`config.mk`:
```
export PLATFORM = sky130hd
export DESIGN_NAME = sram_mem_responder
export DESIGN_NICKNAME = d
export VERILOG_FILES = /design/src/rtl/mem_resp_pkg.sv /design/src/rtl/sram_phase_counter.sv /design/src/rtl/sram_mem_responder.sv
export SDC_FILE = /design/constraint.sdc
export NUM_CORES = 1
export LEC_CHECK = 0
export ABC_CLOCK_PERIOD_IN_PS = 2300
export BUFFER_PORTS_ARGS = -buffer_cell sky130_fd_sc_hd__buf_2
export CAP_MARGIN = 20
export CORE_UTILIZATION = 45
export CTS_CLUSTER_DIAMETER = 60
export DETAILED_ROUTE_END_ITERATION = 8
export PLACE_DENSITY_LB_ADDON = 0.1
export SYNTH_ARGS = -nofsm -noshare
export SYNTH_HDL_FRONTEND = slang
export SYNTH_SLANG_ARGS = --single-unit
export TNS_END_PERCENT = 30
```
`constraint.sdc`:
```
create_clock -name clk -period 2.3 [get_ports clk]
set_input_delay 0.115 -clock clk [delete_from_list [all_inputs] [get_ports clk]]
set_output_delay 0.115 -clock clk [all_outputs]
set_load 0.01 [all_outputs]
```
`src/rtl/mem_resp_pkg.sv`:
```
// -----------------------------------------------------------------------------
// mem_resp_pkg
// Shared definitions for the SRAM memory responder:
//   state_e    : responder FSM states (IDLE, LOW, HIGH, DONE)
//   SRAM_DW    : external SRAM data width (half of a 32-bit word)
//   CNT_W      : width of the per-phase wait counter (WAIT_CYCLES 0..15)
//   DEAD_BEEF  : value returned for reads that fall outside the SRAM
// -----------------------------------------------------------------------------
package mem_resp_pkg;

  typedef enum logic [1:0] {
    IDLE = 2'd0,
    LOW  = 2'd1,
    HIGH = 2'd2,
    DONE = 2'd3
  } state_e;

  localparam int          SRAM_DW   = 16;
  localparam int          CNT_W     = 4;
  localparam logic [31:0] DEAD_BEEF = 32'hDEAD_BEEF;

endpackage

```
`src/rtl/sram_phase_counter.sv`:
```
// -----------------------------------------------------------------------------
// sram_phase_counter
// Counts the cycles spent in one 16-bit SRAM phase and flags the last one.
// Ports:
//   clk_i      in   clock
//   rst_ni     in   asynchronous active-low reset
//   clear_i    in   force the count to 0 on the next edge (phase change / idle)
//   en_i       in   advance the count
//   tc_o       out  current cycle is the last cycle of the phase
//   tc_next_o  out  the next cycle will be the last cycle of the phase
// -----------------------------------------------------------------------------
module sram_phase_counter
  import mem_resp_pkg::*;
#(
  parameter int WAIT_CYCLES = 2
) (
  input  logic clk_i,
  input  logic rst_ni,
  input  logic clear_i,
  input  logic en_i,
  output logic tc_o,
  output logic tc_next_o
);

  localparam logic [CNT_W-1:0] TC = CNT_W'(WAIT_CYCLES);

  logic [CNT_W-1:0] count_q;
  logic [CNT_W-1:0] count_d;

  always_comb begin
    count_d = count_q;
    if (clear_i) begin
      count_d = '0;
    end else if (en_i) begin
      count_d = count_q + 1'b1;
    end
  end

  always_ff @(posedge clk_i or negedge rst_ni) begin
    if (!rst_ni) begin
      count_q <= '0;
    end else begin
      count_q <= count_d;
    end
  end

  assign tc_o      = (count_q == TC);
  // Lets the parent register strobes one cycle ahead of the count.
  assign tc_next_o = (count_d == TC);

endmodule

```
`src/rtl/sram_mem_responder.sv`:
```
// -----------------------------------------------------------------------------
// sram_mem_responder
// MEM-stage data-memory responder: executes one 32-bit read/write request as
// two 16-bit accesses (low half, then high half) on an asynchronous SRAM and
// holds ready low until the access completes.
//
// Optional feature macro: SRAM_RESP_RANGE_CHECK_EN
//   defined   : word addresses >= 2^(SRAM_AW-1) complete in one cycle without
//               touching the SRAM; reads return 32'hDEAD_BEEF.
//   undefined : out-of-range words alias by truncation.
//
// Ports:
//   clk          in   clock
//   rst          in   asynchronous active-low reset
//   rd_en        in   read request, held until ready
//   wr_en        in   write request, held until ready (wins over rd_en)
//   address      in   32-bit byte address, word aligned
//   write_data   in   32-bit store data
//   read_data    out  32-bit load data, valid with the ready that ends a read
//   ready        out  no request pending, or request completing this cycle
//   sram_addr    out  SRAM half-word address
//   sram_dq_out  out  SRAM write data
//   sram_dq_in   in   SRAM read data
//   sram_dq_oe   out  drive sram_dq_out onto the bus
//   sram_we_n    out  active-low SRAM write strobe
// -----------------------------------------------------------------------------
module sram_mem_responder
  import mem_resp_pkg::*;
#(
  parameter logic [31:0] BASE_ADDR   = 32'd1024,
  parameter int          WAIT_CYCLES = 2,
  parameter int          SRAM_AW     = 18
) (
  input  logic               clk,
  input  logic               rst,
  input  logic               rd_en,
  input  logic               wr_en,
  input  logic [31:0]        address,
  input  logic [31:0]        write_data,
  output logic [31:0]        read_data,
  output logic               ready,
  output logic [SRAM_AW-1:0] sram_addr,
  output logic [SRAM_DW-1:0] sram_dq_out,
  input  logic [SRAM_DW-1:0] sram_dq_in,
  output logic               sram_dq_oe,
  output logic               sram_we_n
);

  localparam int WW = SRAM_AW - 1;  // word index width

  state_e             state_q;
  logic               op_write_q;
  logic [WW-1:0]      word_q;
  logic [SRAM_DW-1:0] wdata_hi_q;
  logic [SRAM_DW-1:0] low_half_q;
  logic [31:0]        read_data_q;
  logic [SRAM_AW-1:0] sram_addr_q;
  logic [SRAM_DW-1:0] dq_out_q;
  logic               oe_q;
  logic               we_n_q;

  logic               req;
  logic [31:0]        byte_off;
  logic [WW-1:0]      word_idx;
  logic               out_of_range;
  logic               phase_active;
  logic               tc;
  logic               tc_next;
  logic               unused_bits;

  assign req      = rd_en | wr_en;
  assign byte_off = address - BASE_ADDR;
  assign word_idx = byte_off[WW+1:2];
  // Alignment bits are ignored; upper bits only matter to the range check.
  assign unused_bits = ^{byte_off[1:0], byte_off[31:WW+2]};

`ifdef SRAM_RESP_RANGE_CHECK_EN
  assign out_of_range = |byte_off[31:WW+2];
`else
  assign out_of_range = 1'b0;
`endif

  assign phase_active = (state_q == LOW) || (state_q == HIGH);

  sram_phase_counter #(
    .WAIT_CYCLES (WAIT_CYCLES)
  ) u_phase_counter (
    .clk_i     (clk),
    .rst_ni    (rst),
    .clear_i   (!phase_active || tc),
    .en_i      (phase_active),
    .tc_o      (tc),
    .tc_next_o (tc_next)
  );

  always_ff @(posedge clk or negedge rst) begin
    if (!rst) begin
      state_q     <= IDLE;
      op_write_q  <= 1'b0;
      word_q      <= '0;
      wdata_hi_q  <= '0;
      low_half_q  <= '0;
      read_data_q <= '0;
      sram_addr_q <= '0;
      dq_out_q    <= '0;
      oe_q        <= 1'b0;
      we_n_q      <= 1'b1;
    end else begin
      case (state_q)
        IDLE: begin
          if (req) begin
            op_write_q <= wr_en;
            word_q     <= word_idx;
            wdata_hi_q <= write_data[31:16];
            if (out_of_range) begin
              state_q <= DONE;
              if (!wr_en) begin
                read_data_q <= DEAD_BEEF;
              end
            end else begin
              state_q     <= LOW;
              sram_addr_q <= {word_idx, 1'b0};
              if (wr_en) begin
                dq_out_q <= write_data[15:0];
                oe_q     <= 1'b1;
                // Strobe released in the phase's last cycle for hold time.
                we_n_q   <= tc_next;
              end
            end
          end
        end
        LOW: begin
          if (tc) begin
            state_q     <= HIGH;
            sram_addr_q <= {word_q, 1'b1};
            if (op_write_q) begin
              dq_out_q <= wdata_hi_q;
              we_n_q   <= tc_next;
            end else begin
              low_half_q <= sram_dq_in;
            end
          end else if (op_write_q) begin
            we_n_q <= tc_next;
          end
        end
        HIGH: begin
          if (tc) begin
            state_q <= DONE;
            oe_q    <= 1'b0;
            we_n_q  <= 1'b1;
            // Both halves land together so read_data only changes on completion.
            if (!op_write_q) begin
              read_data_q <= {sram_dq_in, low_half_q};
            end
          end else if (op_write_q) begin
            we_n_q <= tc_next;
          end
        end
        DONE: begin
          state_q <= IDLE;
        end
        default: begin
          state_q <= IDLE;
        end
      endcase
    end
  end

  assign ready       = ((state_q == IDLE) && !req) || (state_q == DONE);
  assign read_data   = read_data_q;
  assign sram_addr   = sram_addr_q;
  assign sram_dq_out = dq_out_q;
  assign sram_dq_oe  = oe_q;
  assign sram_we_n   = we_n_q;

endmodule
```
==> run metrics, run 1 <==
crit-path leading delay family simple AND/OR/NAND/NOR gates; # IOs 153; Post-CTS Hold Fix Bufs 48; crit share post-route 90.7%; WHS Path Cells 3; Slew headroom 54.8%; Slew Viols, Final 0; initial antenna violation count 0; xor-xnor portion of the synthesized cell area 1.32%; Hold WC Path Type in2reg; Clock Path Buffers 2; Vias 3822; Resized cells post-CTS 0; WS Path Type reg2out; main combinational cell family by area after synthesis multiplexers; Initial Util between 40% and 50%; worst path bufs/invs 3; leakage power total 3.37 nW; Num Clock Sinks 124; # Post-CTS Setup Buffers 0; Synth cell types 44; IO buf count 137; HP Start write_data[14]; Worst Skew 7.98 ps; Design Area, Final between 0.007 and 0.008 sq mm; wl on met1 4.97 mm; Worst R2R End sram_addr[14]$_DFFE_PN0P_; placed instance area between 0.006 and 0.007 sq mm; Final GP Congestion 0.752; met2 routed WL 5.57 mm; worst stage delay on the critical path approximately 380 ps; die area approximately 0.012 sq mm; Critical Path AT 1970 ps; final net count 703; Sum Neg Setup Slack 0 ps; synthesized flop and latch total 124; routed vias/inst 4.98; final-report hold violation count 0; Multi-input gate area 0.00208 sq mm; slowest CP cell dfrtp_1; Yosys warning count 0; CTS tree done; number of global-route vias before repair 3970; sequential area share after synthesis about three fifths; Reg2Reg Depth 8; Max Used Layer met4; first-pass GRT wire length ~19 mm; pin count of the biggest net entering global routing 125; CTS buffer count 17; adder-cell share of the synthesized area 1.65%; WP data required approximately 2200 ps; area fraction in compound gates after synthesis roughly 6.7%; worst slew pin tran 678 ps; worst r2r src state_q[0]$_DFFE_PN0P_; outcome finished clean; register area 0.00310 sq mm; Std-Cell Rows 39; hpwl dp 7.19 mm; Critical Path Source Type flip-flop; final setup fails 0; Power per Cell Area 1440 mW/mm^2; MaxCap Viol Count 0; drt first pass iters 4; # DRC 0; Worst Path Max Fanout 10; Detailed Route Iter0 Violations approximately 150; wire length on met3 ~570 um; Simple-Gate Fraction of Synth Area 7.64%; Area growth, synth to finish 38.7%; R2R Setup Slk 320 ps; Root Driver clkbuf_16; Mapped Area 0.00529 sq mm; mean area per synthesized cell 12.6 sq um; filler cell count in the final layout slightly above 900; commonest non-fill, non-tap cell in the layout buf_2; layout cells sized above 1 33.3%; Total Routed Length 11.3 mm; clk_lat worst skew 410 ps; number of routed nets with antenna violations 0; CTS H-tree depth 4; hold endpoint sram_dq_out[14]$_DFFE_PN0P_; Synthesized Nets 510; Worst VDD drop 0.000808 V; clock slew at reported path FFs around 50 ps; fin crit period 2090 ps; die height 110 um; gr ovfl total 0; f_max 479 MHz; RSZ-0062 raised after global routing no; diode count 0; endpoint type of the worst setup path primary output; Tot GR Track Use 20.1%; routed len/inst 14.8 um; commonest cells after routing, fill and taps aside 136 x buf_2, 123 x dfrtp_1, 55 x mux2_1, 48 x dlygate4sd3_1; cell count after synthesis 419; core area roughly 0.011 sq mm; critical-path cell list inv_1, ha_1, nor3b_1, buf_4, or2_2, buf_2; Die Wd between 100 and 150 um; post-synthesis mux area share 21.4%
[stage by stage]
stage | setup WS, ps | total power, W | std cells | util, % | hold WS, ps
finish | 213 | 0.0106 | 767 | 64.3 | 14.5
global route | 68.2 | 0.0113 | 767 | 64.3 | 4.56
CTS | 190 | 0.0107 | 767 | 64.3 | 0.383
detailed placement | 325 | 0.00778 | 688 | 54.6 | 281
global placement | 357 | 0.00760 | 688 | 54.6 | 274
floorplan | 440 | 0.00630 | 419 | - | -181
[registers in the layout, summed over array words and instances, names as in the netlist, 2 cells and up]
signal and cells:
wdata_hi_q 16, sram_addr 18, read_data 32, word_q 17, u_phase_counter.count_q 4, state_q 2
low_half_q 16, sram_dq_out 16
[cell usage after synthesis, drive strengths merged]
cell type    n  area [sq um]
buf         18          96.3
clkbuf       4          15.0
mux2i       29           290
a211oi       3          27.5
dfstp        1          26.3
nor2b        1          6.26
nand4b       1          8.76
and2         1          6.26
or2          1          6.26
nor3         4          20.0
nand3b       1          7.51
nand2       29           109
a31oi        1          6.26
dfrtp      123          3080
o21ai       23           115
a22o         2          17.5
nand3        5          25.0
ha           7          87.6
a21o         1          7.51
a21oi       24           120
nor4         2          12.5
nor2        31           119
o21bai       1          7.51
xor2         4          35.0
inv          7          26.3
mux2        75           845
a211o        1          8.76
and3b        1          8.76
a21boi       2          15.0
xnor2        4          35.0
or3b         1          11.3
nand4bb      2          22.5
o211ai       3          22.5
or3          1          6.26
nor3b        4          35.0
o22ai        1          6.26
[power by group]
part / leakage [nW] / switching [W] / internal, W / total [W]
combinational: 1.61 / 0.00204 / 0.00186 / 0.00390
clock: 0.302 / 0.000934 / 0.00186 / 0.00279
sequential: 1.46 / 0.000555 / 0.00330 / 0.00385
total: 3.37 / 0.00353 / 0.00702 / 0.0106
[how the worst max path moves through the flow]
| stage | start | to | cells after the start | slack [ps] |
|---|---|---|---|---|
| final | state_q[0]$_DFFE_PN0P_ | ready | 6 | 210 |
| after global routing | state_q[0]$_DFFE_PN0P_ | ready | 6 | 70 |
| after CTS | state_q[0]$_DFFE_PN0P_ | ready | 6 | 190 |
| after detailed placement | state_q[0]$_DFFE_PN0P_ | sram_addr[14]$_DFFE_PN0P_ | 8 | 320 |
| after global placement | state_q[0]$_DFFE_PN0P_ | sram_addr[14]$_DFFE_PN0P_ | 8 | 360 |
| after floorplan | u_phase_counter.count_q[0]$_DFF_PN0_ | sram_addr[14]$_DFFE_PN0P_ | 8 | 440 |
[tightest hold or removal path, stage by stage]
cell	delay, ps
buf_2	80
mux2i_1	60
a21oi_1	130
[routing by layer]
layer / vias to the layer above / global-route usage [%]
met2: 98 / 33.0
li1: 1854 / -
met5: - / 0
met3: 21 / 6.15
met1: 1849 / 24.5
met4: 0 / 8.71
[cell type report]
cell class / count / area share [%]
clock buffer: 20 / 6.22
clock inverter: 11 / 2.28
inverter: 7 / 0.358
multi-input combinational: 266 / 28.3
sequential: 124 / 42.3
tap: 143 / 2.44
timing repair buffer: 196 / 18.1
[cell families after synthesis]
| kind of cell | Yosys count |
|---|---|
| compound gates | 62 |
| simple gates | 85 |
| buf+inv | 29 |
| mux | 104 |
| flops | 124 |
| xor+xnor | 8 |
| fa+ha+maj | 7 |
No activity file was read; power rests on OpenSTA's default activity.
==> inputs of run 2 (changes only) <==
--- a/config.mk
+++ b/config.mk
@@ -5,13 +5,12 @@
 export SDC_FILE = /design/constraint.sdc
 export NUM_CORES = 1
 export LEC_CHECK = 0
-export ABC_CLOCK_PERIOD_IN_PS = 2300
 export BUFFER_PORTS_ARGS = -buffer_cell sky130_fd_sc_hd__buf_2
 export CAP_MARGIN = 20
 export CORE_UTILIZATION = 45
 export CTS_CLUSTER_DIAMETER = 60
 export DETAILED_ROUTE_END_ITERATION = 8
-export PLACE_DENSITY_LB_ADDON = 0.1
+export PLACE_DENSITY_LB_ADDON = 0.12
 export SYNTH_ARGS = -nofsm -noshare
 export SYNTH_HDL_FRONTEND = slang
 export SYNTH_SLANG_ARGS = --single-unit
==> run 2 against run 1 <==
- sequential power hardly changed
- clock skew is 0.74 ps lower
- global-route usage grew 0.050 points
- critical endpoint unchanged
- largest power group unchanged
- highest routed layer unchanged
==> run metrics, run 2 (same netlist as run 1, synthesis figures left out) <==
outcome finished clean; routed len/inst 14.7 um; # IOs 153; Flop pwr share 36.2%; gr ovfl total 0; fin crit period 2100 ps; Clock Path Buffers 2; Die Wd 110 um; Multi-input gate area ~0.0021 sq mm; Tot GR Track Use approximately 20%; Power per Cell Area between 1000 and 1500 mW/mm^2; MaxCap Viol Count 0; Worst R2R End sram_addr[12]$_DFFE_PN0P_; switching pwr approximately 0.0035 W; layout cells sized above 1 32.8%; Critical Path AT 1980 ps; Num Clock Sinks 124; Sum Neg Setup Slack 0 ps; Worst VDD drop 0.000853 V; CP Capture Point ready; IO buf count 137; crit-path leading delay family simple AND/OR/NAND/NOR gates; Total Power 0.0107 W; number of routed nets with antenna violations 0; worst path bufs/invs 3; switching share of total power 32.7%; Gate power share between 30 and 40%; routed vias/inst 5.01; Detailed Route Iter0 Violations 150; WP depth 6; die height 110 um; Slew headroom 51.8%; CTS H-tree depth 4; hpwl dp 7.29 mm; Vias between 3k and 4k; slowest CP cell dfrtp_1; RSZ-0062 raised after global routing no; commonest non-fill, non-tap cell in the layout buf_2; # Post-CTS Setup Buffers 0; Critical Path Source Type flip-flop; CTS buffer count 17; number of global-route vias before repair about 4.0k; WP data required 2180 ps; die area approximately 0.012 sq mm; Reg2Reg Depth 6; final-report hold violation count 0; clock slew at reported path FFs 50 ps; Hold WC Path Type in2reg; register area 0.00310 sq mm; commonest cells after routing, fill and taps aside 136 x buf_2, 123 x dfrtp_1, 55 x mux2_1, 54 x dlygate4sd3_1; f_max 476 MHz; worst slew pin tran 723 ps; R2R Setup Slk 300 ps; diode count 0; Clock Power Share about 27%; Root Driver clkbuf_16; worst stage delay on the critical path 380 ps; Cell Int Power 0.00719 W; final net count 709; final non-filler cell total between 700 and 800; worst r2r src state_q[0]$_DFFE_PN0P_; Worst Path Max Fanout 10; pin count of the biggest net entering global routing ~130; Initial Util 46.4%; leakage power total 3.41 nW; first-pass GRT wire length 19.4 mm; final setup fails 0; Cells after DPL roughly 690; clk_lat worst skew just over 400 ps; crit share post-route about 90%; drt first pass iters 4; filler cell count in the final layout 895; Area growth, synth to finish 40.3%; crit path from state_q[0]$_DFFE_PN0P_; Worst Skew 7.24 ps; CTS tree done; WS Path Type reg2out; endpoint type of the worst setup path primary output; Final GP Congestion 0.757; Std-Cell Rows 39; Slew Viols, Final 0; core area 0.0114 sq mm; max reg flops 32; initial antenna violation count 0; Total Routed Length 11.3 mm; # DRC 0; critical-path cell list inv_1, ha_1, nor3b_1, buf_4, or2_2, buf_2
==> run 2: power groups by stage <==
stage	combinational (W)	clock [W]	sequential [W]
4_1_cts	0.00396	0.00297	0.00387
5_1_grt	0.00435	0.00306	0.00401
3_3_place_gp	0.00377	0	0.00382
6_report	0.00391	0.00291	0.00386
2_1_floorplan	0.00223	0	0.00407
3_5_place_dp	0.00388	0	0.00388
==> run 2: metrics by stage <==
stage / utilization [%] / area [sq um] / worst slack (ps) / hold slack [ps]
3_5_place_dp: 54.6 / 6230 / 318 / 279
6_report: 65.0 / 7420 / 201 / 15.1
5_1_grt: 65.0 / 7420 / 73.6 / 12.7
2_1_floorplan: - / 5290 / 440 / -181
4_1_cts: 65.0 / 7420 / 184 / 1.56
3_3_place_gp: 54.6 / 6230 / 370 / 272
==> run 2: worst min path at each step <==
| stage | from | endpoint | slack, ps | cells after the start |
|---|---|---|---|---|
| floorplan | rst | low_half_q[0]$_DFFE_PN0P_ | -180 | 0 |
| global placement | rst | low_half_q[1]$_DFFE_PN0P_ | 270 | 2 |
| detailed placement | rst | low_half_q[1]$_DFFE_PN0P_ | 280 | 2 |
| CTS | write_data[8] | sram_dq_out[8]$_DFFE_PN0P_ | 2 | 3 |
| global route | write_data[8] | sram_dq_out[8]$_DFFE_PN0P_ | 10 | 3 |
| finish | write_data[8] | sram_dq_out[8]$_DFFE_PN0P_ | 20 | 3 |
==> run 2: final cells by class <==
type                    instances  share of cell area (%)
flip-flops and latches        124                    41.8
multi-input cells             266                    28.0
repair buffers                202                    18.7
clock buffers                  23                    6.57
well taps                     143                    2.41
clock inverters                 7                    2.16
inverters                       7                   0.354
==> run 2: what timing repair did <==
action,4_1_cts,5_1_grt
endpoints found under the hold margin,199,0
resized for setup,0,0
hold buffers,54,0
==> run 2: per-layer routing <==
| layer | GRT usage [%] | vias up | share of wire [%] |
|---|---|---|---|
| met5 | 0 | - | 0 |
| met4 | 9.16 | 0 | 1.9 |
| met3 | 5.93 | 18 | 5.4 |
| met2 | 34.1 | 100 | 51 |
| met1 | 23.6 | 1879 | 42 |
| li1 | - | 1872 | - |
==> run 2: worst min-delay path, delay by kind of cell <==
| family | cells | cell delay, ps |
|---|---|---|
| AO/OA/AOI/OAI | 1 | 130 |
| buffers and inverters | 1 | 80 |
| multiplexers | 1 | 50 |
==> inputs of run 3 (changes only) <==
--- a/config.mk
+++ b/config.mk
@@ -9,6 +9,7 @@
 export CAP_MARGIN = 20
 export CORE_UTILIZATION = 45
 export CTS_CLUSTER_DIAMETER = 60
+export CTS_CLUSTER_SIZE = 8
 export DETAILED_ROUTE_END_ITERATION = 8
 export PLACE_DENSITY_LB_ADDON = 0.12
 export SYNTH_ARGS = -nofsm -noshare
==> constraint.sdc (replaced) <==
create_clock -name clk -period 2.05 [get_ports clk]
set_input_delay 0.1025 -clock clk [delete_from_list [all_inputs] [get_ports clk]]
set_output_delay 0.1025 -clock clk [all_outputs]
set_load 0.01 [all_outputs]
==> run 3 against run 2 <==
- setup slack lost 100 ps
- core utilization grew 0.28 points
- non-clock buffer count grew 7
- first-iteration DRC count grew 19%
- clock-buffer cell count is the same
- critical endpoint is now sram_addr[14]$_DFFE_PN0P_
- highest routed layer unchanged
==> run metrics, run 3 (same netlist as run 1, synthesis figures left out) <==
outcome finished clean; Detailed Route Iter0 Violations 178; initial antenna violation count 0; first-pass GRT wire length 19.6 mm; WP data required 2390 ps; Root Driver clkbuf_16; final-report hold violation count 0; hpwl dp 7.59 mm; IO buf count 137; final setup fails 0; CTS tree done; clk_lat worst skew 410 ps; WS Path Type reg2reg; final net count 716; CTS buffer count 17; drt first pass iters 4; # IOs 153; CTS H-tree depth 4; Critical Path Source Type flip-flop; Std-Cell Rows 39; Die Wd 110 um; Worst Skew 8.53 ps; Slew headroom 62.7%; fin crit period 1950 ps; max reg flops 32; Area growth, synth to finish 40.9%; hold slack 5.90 ps; Vias 3890; Num Clock Sinks 124; f_max 512 MHz; crit path from u_phase_counter.count_q[0]$_DFF_PN0_; endpoint type of the worst setup path flip-flop; Final WS setup 96.3 ps; Design Area, Final approximately 0.0075 sq mm; worst slew pin tran 559 ps; routed len/inst 14.7 um; die height 110 um; Hold WC Path Type in2reg; clock slew at reported path FFs 50 ps; Tot GR Track Use 20.3%; pin count of the biggest net entering global routing 44; commonest non-fill, non-tap cell in the layout buf_2; gr ovfl total 0; worst r2r src u_phase_counter.count_q[0]$_DFF_PN0_; leakage power total 3.42 nW; HP Start write_data[7]; MaxCap Viol Count 0; number of routed nets with antenna violations 0; diode count 0; Worst Path Max Fanout 29; Sum Neg Setup Slack 0 ps; Clock Path Buffers 2; Initial Util 46.4%; # Post-CTS Setup Buffers 0; Total Routed Length 11.5 mm; Power per Cell Area 1580 mW/mm^2; routed vias/inst 4.99; Slew Viols, Final 0; number of global-route vias before repair 4071; Critical Path AT about 2300 ps; # DRC 0; commonest cells after routing, fill and taps aside 136 x buf_2, 123 x dfrtp_1, 56 x dlygate4sd3_1, 55 x mux2_1; crit share post-route 95.3%; RSZ-0062 raised after global routing no; die area roughly 0.012 sq mm; Final GP Congestion 0.778; placed instance area 0.00631 sq mm; layout cells sized above 1 about a third; core area 0.0114 sq mm; Worst VDD drop 0.000832 V; Setup WS pre-CTS about 97 ps; filler cell count in the final layout 887; Total Power 0.0118 W
[run 3: cell count changes in the layout (fill, tap and decap cells not counted), sizes merged]
cell         before  now
clkinv            2    4
bufinv            5    3
dlygate4sd3      54   56
buf             148  153
clkinvlp          0    1
[run 3: final cells by class]
class / count / area (sq um) / share of cell area, %
Clock inverter: 8 / 118 / 1.58
Multi-Input combinational cell: 266 / 2090 / 28.0
Tap cell: 143 / 179 / 2.40
Sequential cell: 124 / 3100 / 41.6
Timing Repair Buffer: 209 / 1480 / 19.9
Clock buffer: 23 / 458 / 6.14
Inverter: 7 / 26.3 / 0.352
[run 3: routing by layer]
layer / wire (um) / global-route usage [%]
met5: 0 / 0
met4: 221 / 8.71
met3: 503 / 5.76
met2: 5700 / 33.6
met1: 5050 / 24.7
[run 3: worst max-delay path, stage by stage, from the launching register on]
cell and delay, ps:
dfrtp_1 410, inv_1 90, ha_2 190, or3b_4 410, a211o_1 340, buf_12 170
a21o_1 150, o21ai_1 100
[run 3: timing repair]
item	in CTS	in global routing
resized for setup	1	2
setup endpoints to repair	1	2
pin swaps	0	0
hold endpoints to repair	118	0
hold buffers	56	0
[run 3: final timing paths]
path | end | slack (ps) | depth (start not counted)
min in group asynchronous | read_data[1]$_DFFE_PN0P_ | 230 | 2
setup / recovery | sram_addr[14]$_DFFE_PN0P_ | 100 | 7
hold reg to reg | read_data[21]$_DFFE_PN0P_ | 480 | 1
max in group asynchronous | sram_we_n$_DFFE_PN1P_ | 1160 | 3
setup reg to reg | sram_addr[14]$_DFFE_PN0P_ | 100 | 7
hold / removal | sram_dq_out[7]$_DFFE_PN0P_ | 6 | 3
[run 3: where the power goes]
group	internal, W	switching, W	total (W)	leakage, nW
clock network	0.00192	0.000999	0.00292	0.281
registers	0.00370	0.000633	0.00434	1.46
logic	0.00219	0.00231	0.00450	1.68
[run 3: through the flow]
step,std cells,util [%]
after floorplan,419,-
after global placement,693,55.3
after detailed placement,693,55.3
after CTS,780,65.2
after global routing,780,65.3
final,780,65.3
